--- src/rtl/mem_pkg.sv ---
// Shared memory-subsystem types: arbitration modes, technology and clock descriptors.
package mem_pkg;

  typedef enum logic {
    MEM_ARBITER_ROUND_ROBIN    = 1'b0,
    MEM_ARBITER_FIXED_PRIORITY = 1'b1
  } mem_arbiter_mode_t;

  typedef enum logic [1:0] {
    STD_TECHNOLOGY_FPGA_XILINX = 2'd0,
    STD_TECHNOLOGY_FPGA_INTEL  = 2'd1,
    STD_TECHNOLOGY_ASIC        = 2'd2
  } std_technology_t;

  typedef logic [31:0] std_clock_info_t;

endpackage

--- src/rtl/mem_arbiter_route_fifo.sv ---
// Register-based FIFO holding the requester index of each outstanding read,
// so results coming back in issue order can be steered to their owner.
module mem_arbiter_route_fifo #(
  parameter int WIDTH = 2,
  parameter int DEPTH = 4
) (
  input  logic             clk,
  input  logic             rst,
  input  logic             push,
  input  logic [WIDTH-1:0] push_data,
  input  logic             pop,
  output logic [WIDTH-1:0] pop_data,
  output logic             full,
  output logic             empty
);

  localparam int PTR_W = $clog2(DEPTH);

  logic [WIDTH-1:0] entries [DEPTH];
  logic [PTR_W-1:0] wr_ptr;
  logic [PTR_W-1:0] rd_ptr;
  logic [PTR_W:0]   count;
  logic             do_push;
  logic             do_pop;

  // A pop in the same cycle does not free a slot for a push when full.
  assign do_push  = push && !full;
  assign do_pop   = pop && !empty;
  assign full     = (count == (PTR_W+1)'(DEPTH));
  assign empty    = (count == '0);
  assign pop_data = entries[rd_ptr];

  always_ff @(posedge clk) begin
    if (do_push) entries[wr_ptr] <= push_data;
  end

  always_ff @(posedge clk or negedge rst) begin
    if (!rst) begin
      wr_ptr <= '0;
      rd_ptr <= '0;
      count  <= '0;
    end else begin
      if (do_push) wr_ptr <= wr_ptr + 1'b1;
      if (do_pop)  rd_ptr <= rd_ptr + 1'b1;
      case ({do_push, do_pop})
        2'b10:   count <= count + 1'b1;
        2'b01:   count <= count - 1'b1;
        default: count <= count;
      endcase
    end
  end

endmodule

--- src/rtl/mem_arbiter.sv ---
// N-port memory arbiter: grants one requester per cycle into a registered
// memory request and steers in-order read results back to their issuer.
module mem_arbiter
  import mem_pkg::*;
#(
  parameter std_clock_info_t   CLOCK_INFO      = 'b0,
  parameter std_technology_t   TECHNOLOGY      = STD_TECHNOLOGY_FPGA_XILINX,
  parameter int                PORTS           = 3,
  parameter int                DATA_WIDTH      = 32,
  parameter int                ADDR_WIDTH      = 32,
  parameter int                MAX_OUTSTANDING = 4,
  parameter mem_arbiter_mode_t MODE            = MEM_ARBITER_ROUND_ROBIN
) (
  input  logic                             clk,
  input  logic                             rst,
  input  logic [PORTS-1:0]                 mem_in_valid,
  output logic [PORTS-1:0]                 mem_in_ready,
  input  logic [PORTS-1:0]                 mem_in_read_write,
  input  logic [PORTS*(DATA_WIDTH/8)-1:0]  mem_in_write_enable,
  input  logic [PORTS*ADDR_WIDTH-1:0]      mem_in_addr,
  input  logic [PORTS*DATA_WIDTH-1:0]      mem_in_data,
  output logic [PORTS-1:0]                 mem_out_valid,
  input  logic [PORTS-1:0]                 mem_out_ready,
  output logic [PORTS*DATA_WIDTH-1:0]      mem_out_data,
  output logic                             mem_request_valid,
  input  logic                             mem_request_ready,
  output logic                             mem_request_read_write,
  output logic [DATA_WIDTH/8-1:0]          mem_request_write_enable,
  output logic [ADDR_WIDTH-1:0]            mem_request_addr,
  output logic [DATA_WIDTH-1:0]            mem_request_data,
  input  logic                             mem_result_valid,
  output logic                             mem_result_ready,
  input  logic [DATA_WIDTH-1:0]            mem_result_data,
  output logic                             error
);

  localparam int IDX_W = $clog2(PORTS);
  localparam int BE_W  = DATA_WIDTH / 8;

  logic [PORTS-1:0] cand;
  logic             grant_found;
  logic [IDX_W-1:0] grant_idx;
  logic             accept;
  logic [IDX_W-1:0] rr_ptr;
  logic             fifo_full;
  logic             fifo_empty;
  logic             fifo_pop;
  logic [IDX_W-1:0] fifo_head;

  // Reads are held back while every result slot is already spoken for.
  always_comb begin
    cand        = '0;
    grant_found = 1'b0;
    grant_idx   = '0;
    for (int i = 0; i < PORTS; i++)
      cand[i] = mem_in_valid[i] && (mem_in_read_write[i] || !fifo_full);
    if (MODE == MEM_ARBITER_FIXED_PRIORITY) begin
      for (int i = PORTS - 1; i >= 0; i--) begin
        if (cand[i]) begin
          grant_found = 1'b1;
          grant_idx   = IDX_W'(i);
        end
      end
    end else begin
      for (int k = 0; k < PORTS; k++) begin
        if (!grant_found && cand[(int'(rr_ptr) + k) % PORTS]) begin
          grant_found = 1'b1;
          grant_idx   = IDX_W'((int'(rr_ptr) + k) % PORTS);
        end
      end
    end
  end

  assign accept = rst && grant_found && (!mem_request_valid || mem_request_ready);

  always_comb begin
    mem_in_ready = '0;
    if (accept) mem_in_ready[grant_idx] = 1'b1;
  end

  always_ff @(posedge clk or negedge rst) begin
    if (!rst) begin
      mem_request_valid        <= 1'b0;
      mem_request_read_write   <= 1'b0;
      mem_request_write_enable <= '0;
      mem_request_addr         <= '0;
      mem_request_data         <= '0;
    end else if (accept) begin
      mem_request_valid        <= 1'b1;
      mem_request_read_write   <= mem_in_read_write[grant_idx];
      mem_request_write_enable <= mem_in_write_enable[int'(grant_idx)*BE_W +: BE_W];
      mem_request_addr         <= mem_in_addr[int'(grant_idx)*ADDR_WIDTH +: ADDR_WIDTH];
      mem_request_data         <= mem_in_data[int'(grant_idx)*DATA_WIDTH +: DATA_WIDTH];
    end else if (mem_request_ready) begin
      mem_request_valid <= 1'b0;
    end
  end

  always_ff @(posedge clk or negedge rst) begin
    if (!rst)
      rr_ptr <= '0;
    else if (accept)
      rr_ptr <= (int'(grant_idx) == PORTS - 1) ? '0 : grant_idx + 1'b1;
  end

  mem_arbiter_route_fifo #(
    .WIDTH (IDX_W),
    .DEPTH (MAX_OUTSTANDING)
  ) u_route_fifo (
    .clk       (clk),
    .rst       (rst),
    .push      (accept && !mem_in_read_write[grant_idx]),
    .push_data (grant_idx),
    .pop       (fifo_pop),
    .pop_data  (fifo_head),
    .full      (fifo_full),
    .empty     (fifo_empty)
  );

  // With nothing outstanding, results are drained and flagged as errors.
  always_comb begin
    mem_out_valid    = '0;
    mem_result_ready = 1'b1;
    fifo_pop         = 1'b0;
    if (!fifo_empty) begin
      mem_out_valid[fifo_head] = mem_result_valid;
      mem_result_ready         = mem_out_ready[fifo_head];
      fifo_pop                 = mem_result_valid && mem_out_ready[fifo_head];
    end
  end

  assign mem_out_data = {PORTS{mem_result_data}};

  always_ff @(posedge clk or negedge rst) begin
    if (!rst)
      error <= 1'b0;
    else if (fifo_empty && mem_result_valid)
      error <= 1'b1;
  end

endmodule

--- config.mk ---
export PLATFORM = sky130hd
export DESIGN_NAME = mem_arbiter
export DESIGN_NICKNAME = d
export VERILOG_FILES = /design/src/rtl/mem_pkg.sv /design/src/rtl/mem_arbiter_route_fifo.sv /design/src/rtl/mem_arbiter.sv
export SDC_FILE = /design/constraint.sdc
export NUM_CORES = 1
export LEC_CHECK = 0
export ABC_AREA = 0
export CAP_MARGIN = 20
export CORE_AREA = 8 8 158 160
export CTS_BUF_LIST = sky130_fd_sc_hd__clkbuf_16
export CTS_CLUSTER_DIAMETER = 50
export CTS_CLUSTER_SIZE = 20
export DETAILED_ROUTE_END_ITERATION = 7
export DIE_AREA = 0 0 166 168
export GPL_TIMING_DRIVEN = 0
export MAX_ROUTING_LAYER = met4
export PLACE_DENSITY = 0.59
export SLEW_MARGIN = 10
export SYNTH_ARGS = -nofsm -noshare
export SYNTH_HDL_FRONTEND = slang
export SYNTH_SLANG_ARGS = --single-unit
--- constraint.sdc ---
create_clock -name clk -period 6.6 [get_ports clk]
set_clock_uncertainty 0.2 [all_clocks]
set_input_delay 1.98 -clock clk [delete_from_list [all_inputs] [get_ports clk]]
set_output_delay 1.98 -clock clk [all_outputs]
set_load 0.02 [all_outputs]
==> reports/qor.csv, run 1 <==
stage;metric;value;unit
sta;setup_tns;0;ns
power_and_ir_drop;power;3.83;mW
clock_tree;clkSinkCount;88;
layout;antenna_cells;0;
job;maxCapViolCount;0;
clock_tree;insertion_delay;0.35;ns
power_and_ir_drop;p_leak;3.99;nW
sta;setup_ws;0.0748;ns
layout;layout.cells.non_filler;1209;
critical_path;arrival;4.35;ns
logic_synthesis;syn_nets;772;
floorplan;initial_core_util;0.226;
critical_path;r2r_start;u_route_fifo.count[0]$_DFFE_PN0P_;
logic_synthesis;syn_area;0.00506;mm2
placement;placed_cell_area;0.00935;mm2
layout;final_nets;1176;
power_and_ir_drop;p_per_area;394;mW/mm2
min_path;hold_class;register to register;
drt;avgRoutedWirePerCell;20.8;um
logic_synthesis;ys_types;44;
drt;dr_wl_met3;2.01;mm
critical_path;regToRegEndpoint;u_route_fifo.count[2]$_DFFE_PN0P_;
placement;dp_hpwl;20.7;mm
global_route;grt_pass1_wl;36.9;mm
layout;design_area;0.00973;mm2
global_route;grt.overflow.total;0;
floorplan;dieArea;0.0279;mm2
global_route;grt_pass1_vias;5963;
placement;dp_cells;1191;
global_route;track_usage;0.177;
sta;max_slew.worst_pin.slew;1.08;ns
clock_tree;cts_hold_buffers;0;
floorplan;ioPinCount;423;
drt;vias;5564;
floorplan;fp.dieW;166;um
sta;rsz0062_at_grt;no;
sta;hold_viol;0;
min_path;hp-start;mem_request_addr[6]$_DFFE_PN0P_;
floorplan;die_h;168;um
drt;drc;0;
status;status;finished clean;
sta;fmax;153;MHz
clock_tree;root_buffer;clkbuf_16;
placement;port_buffers;390;
placement;place_ws;-1.63;ns
sta;post-route-period-util;0.989;
layout;fin_util;0.435;
drt;m1WireLength;9.74;mm
logic_synthesis;synth_seq_area_share;0.443;
min_path;hold_depth;2;
sta;fin_crit;6.53;ns
critical_path;cp-start-kind;primary input;
global_route;grt_max_degree;47;
sta;hold_slack;0.277;ns
clock_tree;cts_tree;yes;
logic_synthesis;ys_ff_latch;88;
placement;gp_congestion;0.767;
layout;drive_above_1_share;0.147;
critical_path;cp_data_required_time;4.42;ns
logic_synthesis;avgSynthCellArea;9.83;um2
critical_path;reg2reg_depth;13;
drt;drtAntennaViolNets;0;
critical_path;critical_path_class;primary input to output pin;
clock_tree;htreeDepth;3;
floorplan;num_rows;55;
logic_synthesis;yosys_warnings;0;
sta;max_slew_margin;0.277;
global_route;antenna_found_initial;0;
sta;setup_violations;0;
layout;syn_to_final_growth;92.2;%
drt;vias_per_cell;4.60;
critical_path;rrSetupSlack;2.59;ns
clock_tree;path_clk_slew;0.06;ns
clock_tree;cts_buffers;9;
critical_path;crit_path_end_kind;output pin;
sta;finalMaxSlewViolations;0;
drt;top_layer_used;met4;
drt;wl_met2;13.1;mm
drt;finalWirelength;25.1;mm
logic_synthesis;netlist_instances;515;
critical_path;path_max_fanout;16;
power_and_ir_drop;irDropWorstVdd;0.156;mV
floorplan;core_area;0.0224;mm2
drt;drtIter0Drc;458;
drt;dr.pass1.iters;6;
layout;fill_cells;2213;
clock_tree;max-clock-path-buffers;2;
min_path;hold_path_end;mem_request_addr[6]$_DFFE_PN0P_;
## worst max path at each step
| stage | startpoint | end | slack, ns | cells past startpoint |
|---|---|---|---|---|
| after global placement | rst | mem_in_ready[0] | -2.90 | 5 |
| after floorplan | mem_in_read_write[1] | mem_in_ready[2] | 0.53 | 5 |
| after global routing | mem_in_read_write[1] | mem_in_ready[2] | 0.005 | 7 |
| after detailed placement | mem_in_read_write[0] | mem_in_ready[1] | -1.63 | 7 |
| final | mem_in_read_write[0] | mem_in_ready[0] | 0.07 | 7 |
| after CTS | mem_in_read_write[0] | mem_in_ready[0] | 0.04 | 7 |
## layout by cell type (no fill, tap or decap), drive strengths merged, types with 2 or more instances in the layout
cell type      instances
ha                     7
inv                   14
a222oi                68
xor2                   3
nor3                   3
or4b                   3
clkinv                 3
o21ai                 70
nor2                   7
and2                   9
clkdlybuf4s15          2
mux4                   2
mux2                   2
a31o                   2
a211oi                 3
nor3b                  2
xnor2                  3
and3                   2
buf                  105
dfrtp                 80
edfxtp                 8
clkbuf                43
nand2                 77
clkdlybuf4s50        386
a21o                   2
## power breakdown
group	leakage (nW)	switching, mW	internal (mW)
logic	2.78	1.32	1.05
registers	1.07	0.143	0.798
clock network	0.145	0.223	0.294
## logic make-up after synthesis
kind of cell / synth area share
flip-flops: 0.443
buffers and inverters: 0.180
AO/OA/AOI/OAI: 0.231
AND/OR/NAND/NOR: 0.0974
multiplexers: 0.0153
XOR/XNOR: 0.0104
adder cells (fa/ha/maj): 0.0232
## registers in the layout (all words and copies together), names as in the netlist
signal and flops:
mem_request_data 32, mem_request_valid 1, u_route_fifo.wr_ptr 2, error 1, mem_request_addr 32, mem_request_read_write 1, u_route_fifo.rd_ptr 2, u_route_fifo.entries 8
mem_request_write_enable 4, u_route_fifo.count 3, rr_ptr 2
## critical path, stage by stage
cell and delay, ns:
clkdlybuf4s50_1 0.45, or4b_4 0.54, a31o_4 0.28, or4_4 0.56, buf_12 0.18, and2_1 0.18
buf_2 0.17
## layout make-up
cell class              instances  area [um2]  share of cell area
repair buffers                394        3950               0.406
flip-flops and latches         88        2240               0.230
multi-input cells             281        1950               0.200
plain buffers                 133         898              0.0923
well taps                     285         357              0.0366
clock buffers                   9         225              0.0231
clock inverters                 7        71.3             0.00733
inverters                      12        45.0             0.00463
## synth_stat cells (all sizes together)
library cell / number / area, um2
nor4b: 1 / 8.76
a211o: 1 / 8.76
nand2: 77 / 289
buf: 98 / 731
mux4: 2 / 45.0
edfxtp: 8 / 240
o21ai: 70 / 350
a21o: 2 / 15.0
o21bai: 1 / 7.51
and3: 2 / 12.5
fa: 1 / 20.0
nor2: 7 / 26.3
and2: 9 / 58.8
maj3: 1 / 10.0
a31o: 2 / 17.5
inv: 12 / 45.0
a222oi: 68 / 681
clkbuf: 36 / 135
xnor2: 3 / 26.3
or4b: 3 / 33.8
or4: 1 / 7.51
o31ai: 1 / 7.51
mux2i: 1 / 10.0
or3: 1 / 6.26
a2111oi: 1 / 27.5
nand2b: 1 / 6.26
mux2: 2 / 22.5
nand3: 1 / 5.00
xor2: 3 / 26.3
nor3: 3 / 15.0
a22oi: 1 / 7.51
a311o: 1 / 10.0
or3b: 1 / 8.76
a211oi: 3 / 27.5
a32o: 1 / 10.0
ha: 7 / 87.6
dfrtp: 80 / 2000
nor3b: 2 / 15.0
## timing repair
action	in CTS	in global routing
gates resized for setup	23	3
setup buffers	3	0
endpoints found under the setup margin	3	3
pin swaps	2	1
## metal layers
layer,up-vias,track usage
met5,-,-
met4,0,0.0379
met3,20,0.0545
met2,264,0.311
met1,2643,0.195
li1,2637,-
Note: power is estimated with default switching activity, not from simulation.
==> run 2, diff against run 1 <==
--- a/config.mk
+++ b/config.mk
@@ -6,7 +6,6 @@
 export NUM_CORES = 1
 export LEC_CHECK = 0
 export ABC_AREA = 0
-export CAP_MARGIN = 20
 export CORE_AREA = 8 8 158 160
 export CTS_BUF_LIST = sky130_fd_sc_hd__clkbuf_16
 export CTS_CLUSTER_DIAMETER = 50
@@ -16,7 +15,6 @@
 export GPL_TIMING_DRIVEN = 0
 export MAX_ROUTING_LAYER = met4
 export PLACE_DENSITY = 0.59
-export SLEW_MARGIN = 10
 export SYNTH_ARGS = -nofsm -noshare
 export SYNTH_HDL_FRONTEND = slang
 export SYNTH_SLANG_ARGS = --single-unit
==> results of run 2 <==
The final DEF is identical to that of run 1; final timing and power are the same.
